## src/rtl/id_stage.sv

```systemverilog
// RV32I decode stage: decodes the fetched word, reads operands (with WB bypass),
// detects load-use hazards and registers the decoded bundle into the ID/EX register.
module id_stage #(
   parameter int XLEN      = 32,
   parameter bit BYPASS_EN = 1'b1
) (
   input  logic            clk,
   input  logic            rst,
   input  logic            if_valid,
   output logic            if_ready,
   input  logic [31:0]     if_instr,
   input  logic [XLEN-1:0] if_pc,
   output logic [4:0]      rs1_addr,
   output logic [4:0]      rs2_addr,
   input  logic [XLEN-1:0] rs1_data,
   input  logic [XLEN-1:0] rs2_data,
   input  logic            wb_reg_write,
   input  logic [4:0]      wb_rd_addr,
   input  logic [XLEN-1:0] wb_rd_data,
   input  logic            ex_load_valid,
   input  logic [4:0]      ex_load_rd,
   input  logic            flush,
   output logic            ex_valid,
   input  logic            ex_ready,
   output logic [XLEN-1:0] ex_pc,
   output logic [XLEN-1:0] ex_rs1_val,
   output logic [XLEN-1:0] ex_rs2_val,
   output logic [XLEN-1:0] ex_imm,
   output logic [4:0]      ex_rd_addr,
   output logic [3:0]      ex_alu_op,
   output logic [7:0]      ex_ctrl,
   output logic            ex_illegal
);

   localparam logic [3:0] ALU_ADD = 4'd0, ALU_SUB = 4'd1, ALU_SLL = 4'd2, ALU_SLT = 4'd3,
                          ALU_SLTU = 4'd4, ALU_XOR = 4'd5, ALU_SRL = 4'd6, ALU_SRA = 4'd7,
                          ALU_OR = 4'd8, ALU_AND = 4'd9, ALU_PASSB = 4'd10;

   localparam logic [6:0] OPC_LUI = 7'b0110111, OPC_AUIPC = 7'b0010111, OPC_JAL = 7'b1101111,
                          OPC_JALR = 7'b1100111, OPC_BRANCH = 7'b1100011, OPC_LOAD = 7'b0000011,
                          OPC_STORE = 7'b0100011, OPC_OPIMM = 7'b0010011, OPC_OP = 7'b0110011;

   logic [6:0] opc;
   logic [2:0] f3;
   logic [4:0] rd;
   logic [31:0] imm_i, imm_s, imm_b, imm_u, imm_j;

   assign opc      = if_instr[6:0];
   assign f3       = if_instr[14:12];
   assign rd       = if_instr[11:7];
   assign rs1_addr = if_instr[19:15];
   assign rs2_addr = if_instr[24:20];

   assign imm_i = {{20{if_instr[31]}}, if_instr[31:20]};
   assign imm_s = {{20{if_instr[31]}}, if_instr[31:25], if_instr[11:7]};
   assign imm_b = {{19{if_instr[31]}}, if_instr[31], if_instr[7], if_instr[30:25], if_instr[11:8], 1'b0};
   assign imm_u = {if_instr[31:12], 12'b0};
   assign imm_j = {{11{if_instr[31]}}, if_instr[31], if_instr[19:12], if_instr[20], if_instr[30:21], 1'b0};

   logic [3:0]      alu_d;
   logic [XLEN-1:0] imm_d;
   logic            rw, ld, st, br, jal, jalr, use_imm, use_pc, ill;
   logic            rs1_used, rs2_used;
   logic [7:0]      ctrl_d;

   always_comb begin
      alu_d    = ALU_ADD;
      imm_d    = '0;
      rw       = 1'b0;
      ld       = 1'b0;
      st       = 1'b0;
      br       = 1'b0;
      jal      = 1'b0;
      jalr     = 1'b0;
      use_imm  = 1'b0;
      use_pc   = 1'b0;
      ill      = 1'b0;
      rs1_used = 1'b1;
      rs2_used = 1'b0;
      case (opc)
         OPC_LUI: begin
            alu_d = ALU_PASSB; imm_d = imm_u; rw = 1'b1; use_imm = 1'b1; rs1_used = 1'b0;
         end
         OPC_AUIPC: begin
            imm_d = imm_u; rw = 1'b1; use_imm = 1'b1; use_pc = 1'b1; rs1_used = 1'b0;
         end
         OPC_JAL: begin
            imm_d = imm_j; rw = 1'b1; jal = 1'b1; rs1_used = 1'b0;
         end
         OPC_JALR: begin
            imm_d = imm_i; rw = 1'b1; jalr = 1'b1; use_imm = 1'b1;
         end
         OPC_BRANCH: begin
            imm_d = imm_b; br = 1'b1; rs2_used = 1'b1;
            case (f3[2:1])
               2'b10:   alu_d = ALU_SLT;
               2'b11:   alu_d = ALU_SLTU;
               default: alu_d = ALU_SUB;
            endcase
         end
         OPC_LOAD: begin
            imm_d = imm_i; rw = 1'b1; ld = 1'b1; use_imm = 1'b1;
         end
         OPC_STORE: begin
            imm_d = imm_s; st = 1'b1; use_imm = 1'b1; rs2_used = 1'b1;
         end
         OPC_OPIMM, OPC_OP: begin
            rw = 1'b1;
            if (opc == OPC_OPIMM) begin
               imm_d = imm_i; use_imm = 1'b1;
            end else begin
               rs2_used = 1'b1;
            end
            case (f3)
               3'b000:  alu_d = (opc == OPC_OP && if_instr[30]) ? ALU_SUB : ALU_ADD;
               3'b001:  alu_d = ALU_SLL;
               3'b010:  alu_d = ALU_SLT;
               3'b011:  alu_d = ALU_SLTU;
               3'b100:  alu_d = ALU_XOR;
               3'b101:  alu_d = if_instr[30] ? ALU_SRA : ALU_SRL;
               3'b110:  alu_d = ALU_OR;
               default: alu_d = ALU_AND;
            endcase
         end
         default: ill = 1'b1;
      endcase
      ctrl_d = {rw && (rd != 5'd0), ld, st, br, jal, jalr, use_imm, use_pc};
   end

   // x0 reads as zero; a same-cycle WB write wins over the stale reg_file value
   logic [XLEN-1:0] rs1_val_d, rs2_val_d;
   always_comb begin
      rs1_val_d = rs1_data;
      rs2_val_d = rs2_data;
      if (rs1_addr == 5'd0) rs1_val_d = '0;
      else if (BYPASS_EN && wb_reg_write && wb_rd_addr == rs1_addr) rs1_val_d = wb_rd_data;
      if (rs2_addr == 5'd0) rs2_val_d = '0;
      else if (BYPASS_EN && wb_reg_write && wb_rd_addr == rs2_addr) rs2_val_d = wb_rd_data;
   end

   logic stall, xfer;
   logic ex_valid_q;

   assign stall = if_valid && ex_load_valid && (ex_load_rd != 5'd0) &&
                  ((rs1_used && ex_load_rd == rs1_addr) || (rs2_used && ex_load_rd == rs2_addr));
   assign if_ready = !rst && !flush && !stall && (!ex_valid_q || ex_ready);
   assign xfer     = if_valid && if_ready;

   logic [XLEN-1:0] pc_q, rs1_q, rs2_q, imm_q;
   logic [4:0]      rd_q;
   logic [3:0]      alu_q;
   logic [7:0]      ctrl_q;
   logic            ill_q;

   always_ff @(posedge clk) begin
      if (rst) begin
         ex_valid_q <= 1'b0;
         pc_q       <= '0;
         rs1_q      <= '0;
         rs2_q      <= '0;
         imm_q      <= '0;
         rd_q       <= '0;
         alu_q      <= '0;
         ctrl_q     <= '0;
         ill_q      <= 1'b0;
      end else if (flush) begin
         ex_valid_q <= 1'b0;
      end else if (xfer) begin
         ex_valid_q <= 1'b1;
         pc_q       <= if_pc;
         rs1_q      <= rs1_val_d;
         rs2_q      <= rs2_val_d;
         imm_q      <= imm_d;
         rd_q       <= rd;
         alu_q      <= alu_d;
         ctrl_q     <= ctrl_d;
         ill_q      <= ill;
      end else if (ex_ready) begin
         ex_valid_q <= 1'b0;
      end
   end

   assign ex_valid   = ex_valid_q;
   assign ex_pc      = pc_q;
   assign ex_rs1_val = rs1_q;
   assign ex_rs2_val = rs2_q;
   assign ex_imm     = imm_q;
   assign ex_rd_addr = rd_q;
   assign ex_alu_op  = alu_q;
   assign ex_ctrl    = ctrl_q;
   assign ex_illegal = ill_q;

endmodule

```

## config.mk

```make
export PLATFORM = sky130hd
export DESIGN_NAME = id_stage
export DESIGN_NICKNAME = d
export VERILOG_FILES = /design/src/rtl/id_stage.sv
export SDC_FILE = /design/constraint.sdc
export NUM_CORES = 1
export LEC_CHECK = 0
export ABC_AREA = 1
export ABC_CLOCK_PERIOD_IN_PS = 1700
export BUFFER_PORTS_ARGS = -buffer_cell sky130_fd_sc_hd__buf_2
export CORE_MARGIN = 2
export CORE_UTILIZATION = 46
export DETAILED_ROUTE_END_ITERATION = 7
export PLACE_DENSITY = 0.78
export SYNTH_ARGS = -nofsm -noshare
export SYNTH_HDL_FRONTEND = slang
export SYNTH_SLANG_ARGS = --single-unit
```

## constraint.sdc

```tcl
create_clock -name clk -period 1.7 [get_ports clk]
set_input_delay 0.255 -clock clk [delete_from_list [all_inputs] [get_ports clk]]
set_output_delay 0.255 -clock clk [all_outputs]
set_load 0.02 [all_outputs]
```

==> key figures <==
Logic synthesis
  • Simple-gate share of the synthesized area: 43.9%
  • Number of register bits inferred by synthesis: 147
  • Number of standard cells after synthesis: 1580
  • Top cell type's share of synthesized area: around a third
  • Adder and majority cell fraction of the synthesized area: 0%
  • Top area cells in the synthesized netlist: sky130_fd_sc_hd__dfxtp_1 (32%), sky130_fd_sc_hd__nand2_1 (18%), sky130_fd_sc_hd__inv_1 (13%), sky130_fd_sc_hd__nor2_1 (10%), sky130_fd_sc_hd__nand4_1 (10%)
  • Number of nets produced by synthesis: 1757
  • Post-synthesis cell type count: 28
  • Share of synthesized area occupied by flip-flops and latches: between 30 and 40%
  • Fraction of synthesis flops using an asynchronous set or reset pin: 0%
  • Synth Cell Area: 9060 um^2
  • Total number of yosys warnings: 0
  • Most frequent cells after synthesis: sky130_fd_sc_hd__nand2_1 (437), sky130_fd_sc_hd__inv_1 (325), sky130_fd_sc_hd__nor2_1 (253)
  • EDFF count, synth: 0
  • Post-synthesis xor/xnor area fraction: 0.387%
  • Combinational family with the most area after synthesis: simple AND/OR/NAND/NOR gates
  • Syn avg cell area: 5.73 um^2
  • Leading area contributor after synthesis: sky130_fd_sc_hd__dfxtp_1
  • Most frequent cell after synthesis: sky130_fd_sc_hd__nand2_1
  • Complex-gate fraction of the synthesized area: ~2.6%
  • Main flop type after synthesis: sky130_fd_sc_hd__dfxtp_1
  • Proportion of synthesized area in mux cells: 0%

Timing
  • Setup WS post-layout: 55.0 ps
  • Slew at the pin with the worst max-slew slack: 666 ps
  • Clock tree skew after final layout: 8.37 ps
  • Worst hold-check slack: 45.8 ps
  • Final Hold Fails: 0
  • Maximum frequency from static timing analysis: 608 MHz
  • Worst-case headroom to the max-slew limit: approximately 56%
  • Count of final max-slew check failures: 0
  • Final-layout setup total negative slack: 0 ps
  • Ratio of final minimum period to clock period: between 90% and 100%
  • RSZ-0062 raised after global routing: yes
  • Final critical path time including I/O delays and setup: around 1600 ps
  • Setup violators final: 0

Route
  • Initial DRC count: 660
  • Total vias in the final route: 10.8k
  • Average vias per placed instance: approximately 5
  • Average detailed-routed wire length per instance: roughly 14 um
  • Final routed DRC violation total: 0
  • ANT nets after route: 0
  • DR pass1 iterations: 6
  • Sum of routed wire length over all layers: 31100 um

Placed design
  • Final weighted congestion in routability-driven placement: 0.996
  • Total half-perimeter wirelength after legalization and detailed placement: roughly 23000 um
  • Setup WS pre-CTS: -321 ps
  • PortBufs: 334

Pwr
  • Sequential Power Share: 39.0%
  • Internal power: 0.00638 W
  • Switching power: 0.00317 W
  • Maximum resistive drop on vdd: roughly 0.57 mV
  • Tot Pwr: 0.00954 W
  • Total power density per cell area: about 780 nW/um^2
  • Logic gate share of total power: between 20% and 30%
  • Leakage power total: 7.42 nW
  • Sw Share: 33.2%
  • Clk network pwr share: 39.4%

Worst setup path
  • Category of the critical setup timing path: input port to output pin
  • Worst-path cell chain: buf_2, nand2_2, buf_4, nor2_4, nand2_4, nand2_4, inv_2, nand3_2, nand2_2, buf_6, a21boi_4, buf_6
  • Worst Path Buf+Inv: 5
  • Data arrival at the endpoint of the critical path: 1390 ps
  • Worst Setup End Kind: output pin
  • Worst-case reg-to-reg path depth: 8
  • Destination of the worst register-to-register timing path: ex_rs1_val[19]
  • Worst setup SP type: input port
  • CP Data Required Time: between 1000 and 1500 ps
  • Worst flop-to-flop path startpoint: ex_valid
  • Highest-delay cell along the critical path: sky130_fd_sc_hd__buf_4
  • Critical-path maximum fanout: 3
  • Reg-to-reg slack, setup: around 270 ps
  • Worst path depth: 12
  • Largest stage delay, worst path: 140 ps
  • Gate family responsible for the most delay along the worst path: buffers and inverters

Floorplan
  • Boundary pin count: 335
  • Area of the core region: just under 20000 um^2
  • Horizontal die dimension: 144 um
  • Die Outline Area: 20800 um^2
  • Number of placement rows: slightly above 50
  • Vertical die dimension: 144 um
  • Starting density of the core: a little under half

Layout
  • Nets: 2108
  • Proportion of layout cells with a drive suffix above 1: 27.1%
  • Area growth from synthesis to layout: 35.1%

Min path
  • Terminating pin of the worst hold path: ex_pc[17]
  • Class of the worst hold path: input port to flip-flop
  • Instance count along the most critical hold path: 3
  • Min-delay src: if_pc[17]

Clocking
  • Clock latency on the worst-skew pair: approximately 430 ps
  • Clk root buf: sky130_fd_sc_hd__clkbuf_16
  • CTS tree: built
  • Clock transition time at the flip-flop clock pins of the worst setup and hold paths: 70 ps
  • Deepest clock path buffer count: 2
  • Clock buffer count from CTS: 17
  • Clock Sinks: 147
  • Maximum level of the CTS H-tree: 4

Global routing
  • First-pass GRT wire length: 47600 um
  • Vias in the first global route: 9799
  • Initial antenna violation count: 4
  • Total congestion overflow after global routing: 0
  • Maximum number of pins on one net before global-route repair: 74
  • Overall global routing resource usage: about 29%

Status
  • Outcome: finished clean

Job
  • Number of max-cap violations: 0
sequential cells by signal, summed over array words and instances, names as in the netlist:
register and count:
ex_valid 1, ex_imm 32, ex_ctrl 8, ex_rs1_val 32, ex_alu_op 4, ex_rs2_val 32
ex_pc 32, ex_illegal 1, ex_rd_addr 5
area by class of cell:
type | instances | area (um^2)
Timing Repair Buffer | 439 | 2710
Tap cell | 265 | 332
Inverter | 355 | 1340
Fill cell | 1901 | 7160
Multi-Input combinational cell | 971 | 4310
Clock buffer | 17 | 425
Sequential cell | 147 | 2940
Clock inverter | 15 | 165
Antenna cell | 5 | 12.5
worst max-delay path by stage:
stage           startpoint              to
2_1_floorplan  if_instr[1]  ex_rs2_val[17]
3_3_place_gp   if_instr[3]  ex_rs2_val[15]
3_5_place_dp   if_instr[3]  ex_rs2_val[10]
4_1_cts        if_instr[0]        if_ready
5_1_grt           ex_valid        if_ready
6_report       if_instr[1]        if_ready
worst min-delay path: cells and delay by family:
kind                   cells  cell delay (ps)
AND/OR/NAND/NOR            2              110
buffers and inverters      1               70
layer usage:
metal,global-route usage (%),wire length [um],vias up
li1,-,-,5450
met1,35.8,12600,4692
met2,47.9,14500,543
met3,5.53,2640,92
met4,13.8,1230,0
met5,0,0,-
power by group through the flow:
stage / sequential, W / combinational (W) / clock [W]
after global placement: 0.00379 / 0.00201 / 0
after detailed placement: 0.00380 / 0.00203 / 0
after floorplan: 0.00401 / 0.000982 / 0
final: 0.00372 / 0.00207 / 0.00376
after CTS: 0.00372 / 0.00205 / 0.00382
after global routing: 0.00374 / 0.00229 / 0.00397
metrics by stage:
stage          instance area [um^2]  instances  util (%)
5_1_grt                       12200       2213      63.1
3_3_place_gp                  11600       2174      59.6
4_1_cts                       12200       2206      62.6
3_5_place_dp                  11600       2174      59.6
6_report                      12200       2214      63.1
2_1_floorplan                  9070       1580         -
layout by cell type, fill, tap and decap left out:
cell / count
sky130_fd_sc_hd__buf_6: 3
sky130_fd_sc_hd__a31oi_1: 1
sky130_fd_sc_hd__xnor2_1: 3
sky130_fd_sc_hd__buf_12: 19
sky130_fd_sc_hd__buf_2: 333
sky130_fd_sc_hd__buf_4: 84
sky130_fd_sc_hd__dfxtp_2: 1
sky130_fd_sc_hd__a21oi_1: 15
sky130_fd_sc_hd__inv_1: 322
sky130_fd_sc_hd__nand2_2: 6
sky130_fd_sc_hd__inv_2: 30
sky130_fd_sc_hd__diode_2: 5
sky130_fd_sc_hd__o2111ai_1: 1
sky130_fd_sc_hd__nor2_1: 244
sky130_fd_sc_hd__xor2_1: 1
sky130_fd_sc_hd__clkinv_4: 2
sky130_fd_sc_hd__inv_4: 1
sky130_fd_sc_hd__nor3_1: 8
sky130_fd_sc_hd__clkinv_8: 3
sky130_fd_sc_hd__inv_6: 1
sky130_fd_sc_hd__clkbuf_16: 17
sky130_fd_sc_hd__inv_8: 6
sky130_fd_sc_hd__nand4_1: 148
sky130_fd_sc_hd__dfxtp_1: 146
sky130_fd_sc_hd__o211ai_1: 3
sky130_fd_sc_hd__nor2_2: 8
sky130_fd_sc_hd__clkinvlp_4: 3
sky130_fd_sc_hd__o22ai_1: 2
sky130_fd_sc_hd__nor2_4: 3
sky130_fd_sc_hd__nand3_1: 69
sky130_fd_sc_hd__o21ai_0: 19
sky130_fd_sc_hd__o21ai_1: 1
sky130_fd_sc_hd__clkinv_1: 2
sky130_fd_sc_hd__a21boi_4: 1
sky130_fd_sc_hd__or2_2: 1
sky130_fd_sc_hd__nand3_2: 1
sky130_fd_sc_hd__nand3_4: 1
sky130_fd_sc_hd__nand2_4: 2
sky130_fd_sc_hd__nand2_1: 433
timing repair:
item | CTS | global route
pin swaps | 1 | 7
gates resized for setup | 3 | 15
setup buffers | 0 | 3
endpoints found under the setup margin | 1 | 8
hold buffers | 0 | 0
kinds of logic (layout without fill, tap and decap cells):
family | count (synthesis) | after routing
other | 0 | 5
AOI/OAI and AO/OA | 43 | 43
xor gates and xnor gates | 4 | 4
DFF | 147 | 147
buffers and inverters | 462 | 826
and+or+nand+nor | 924 | 924
Note: power is estimated with default switching activity, not from simulation.
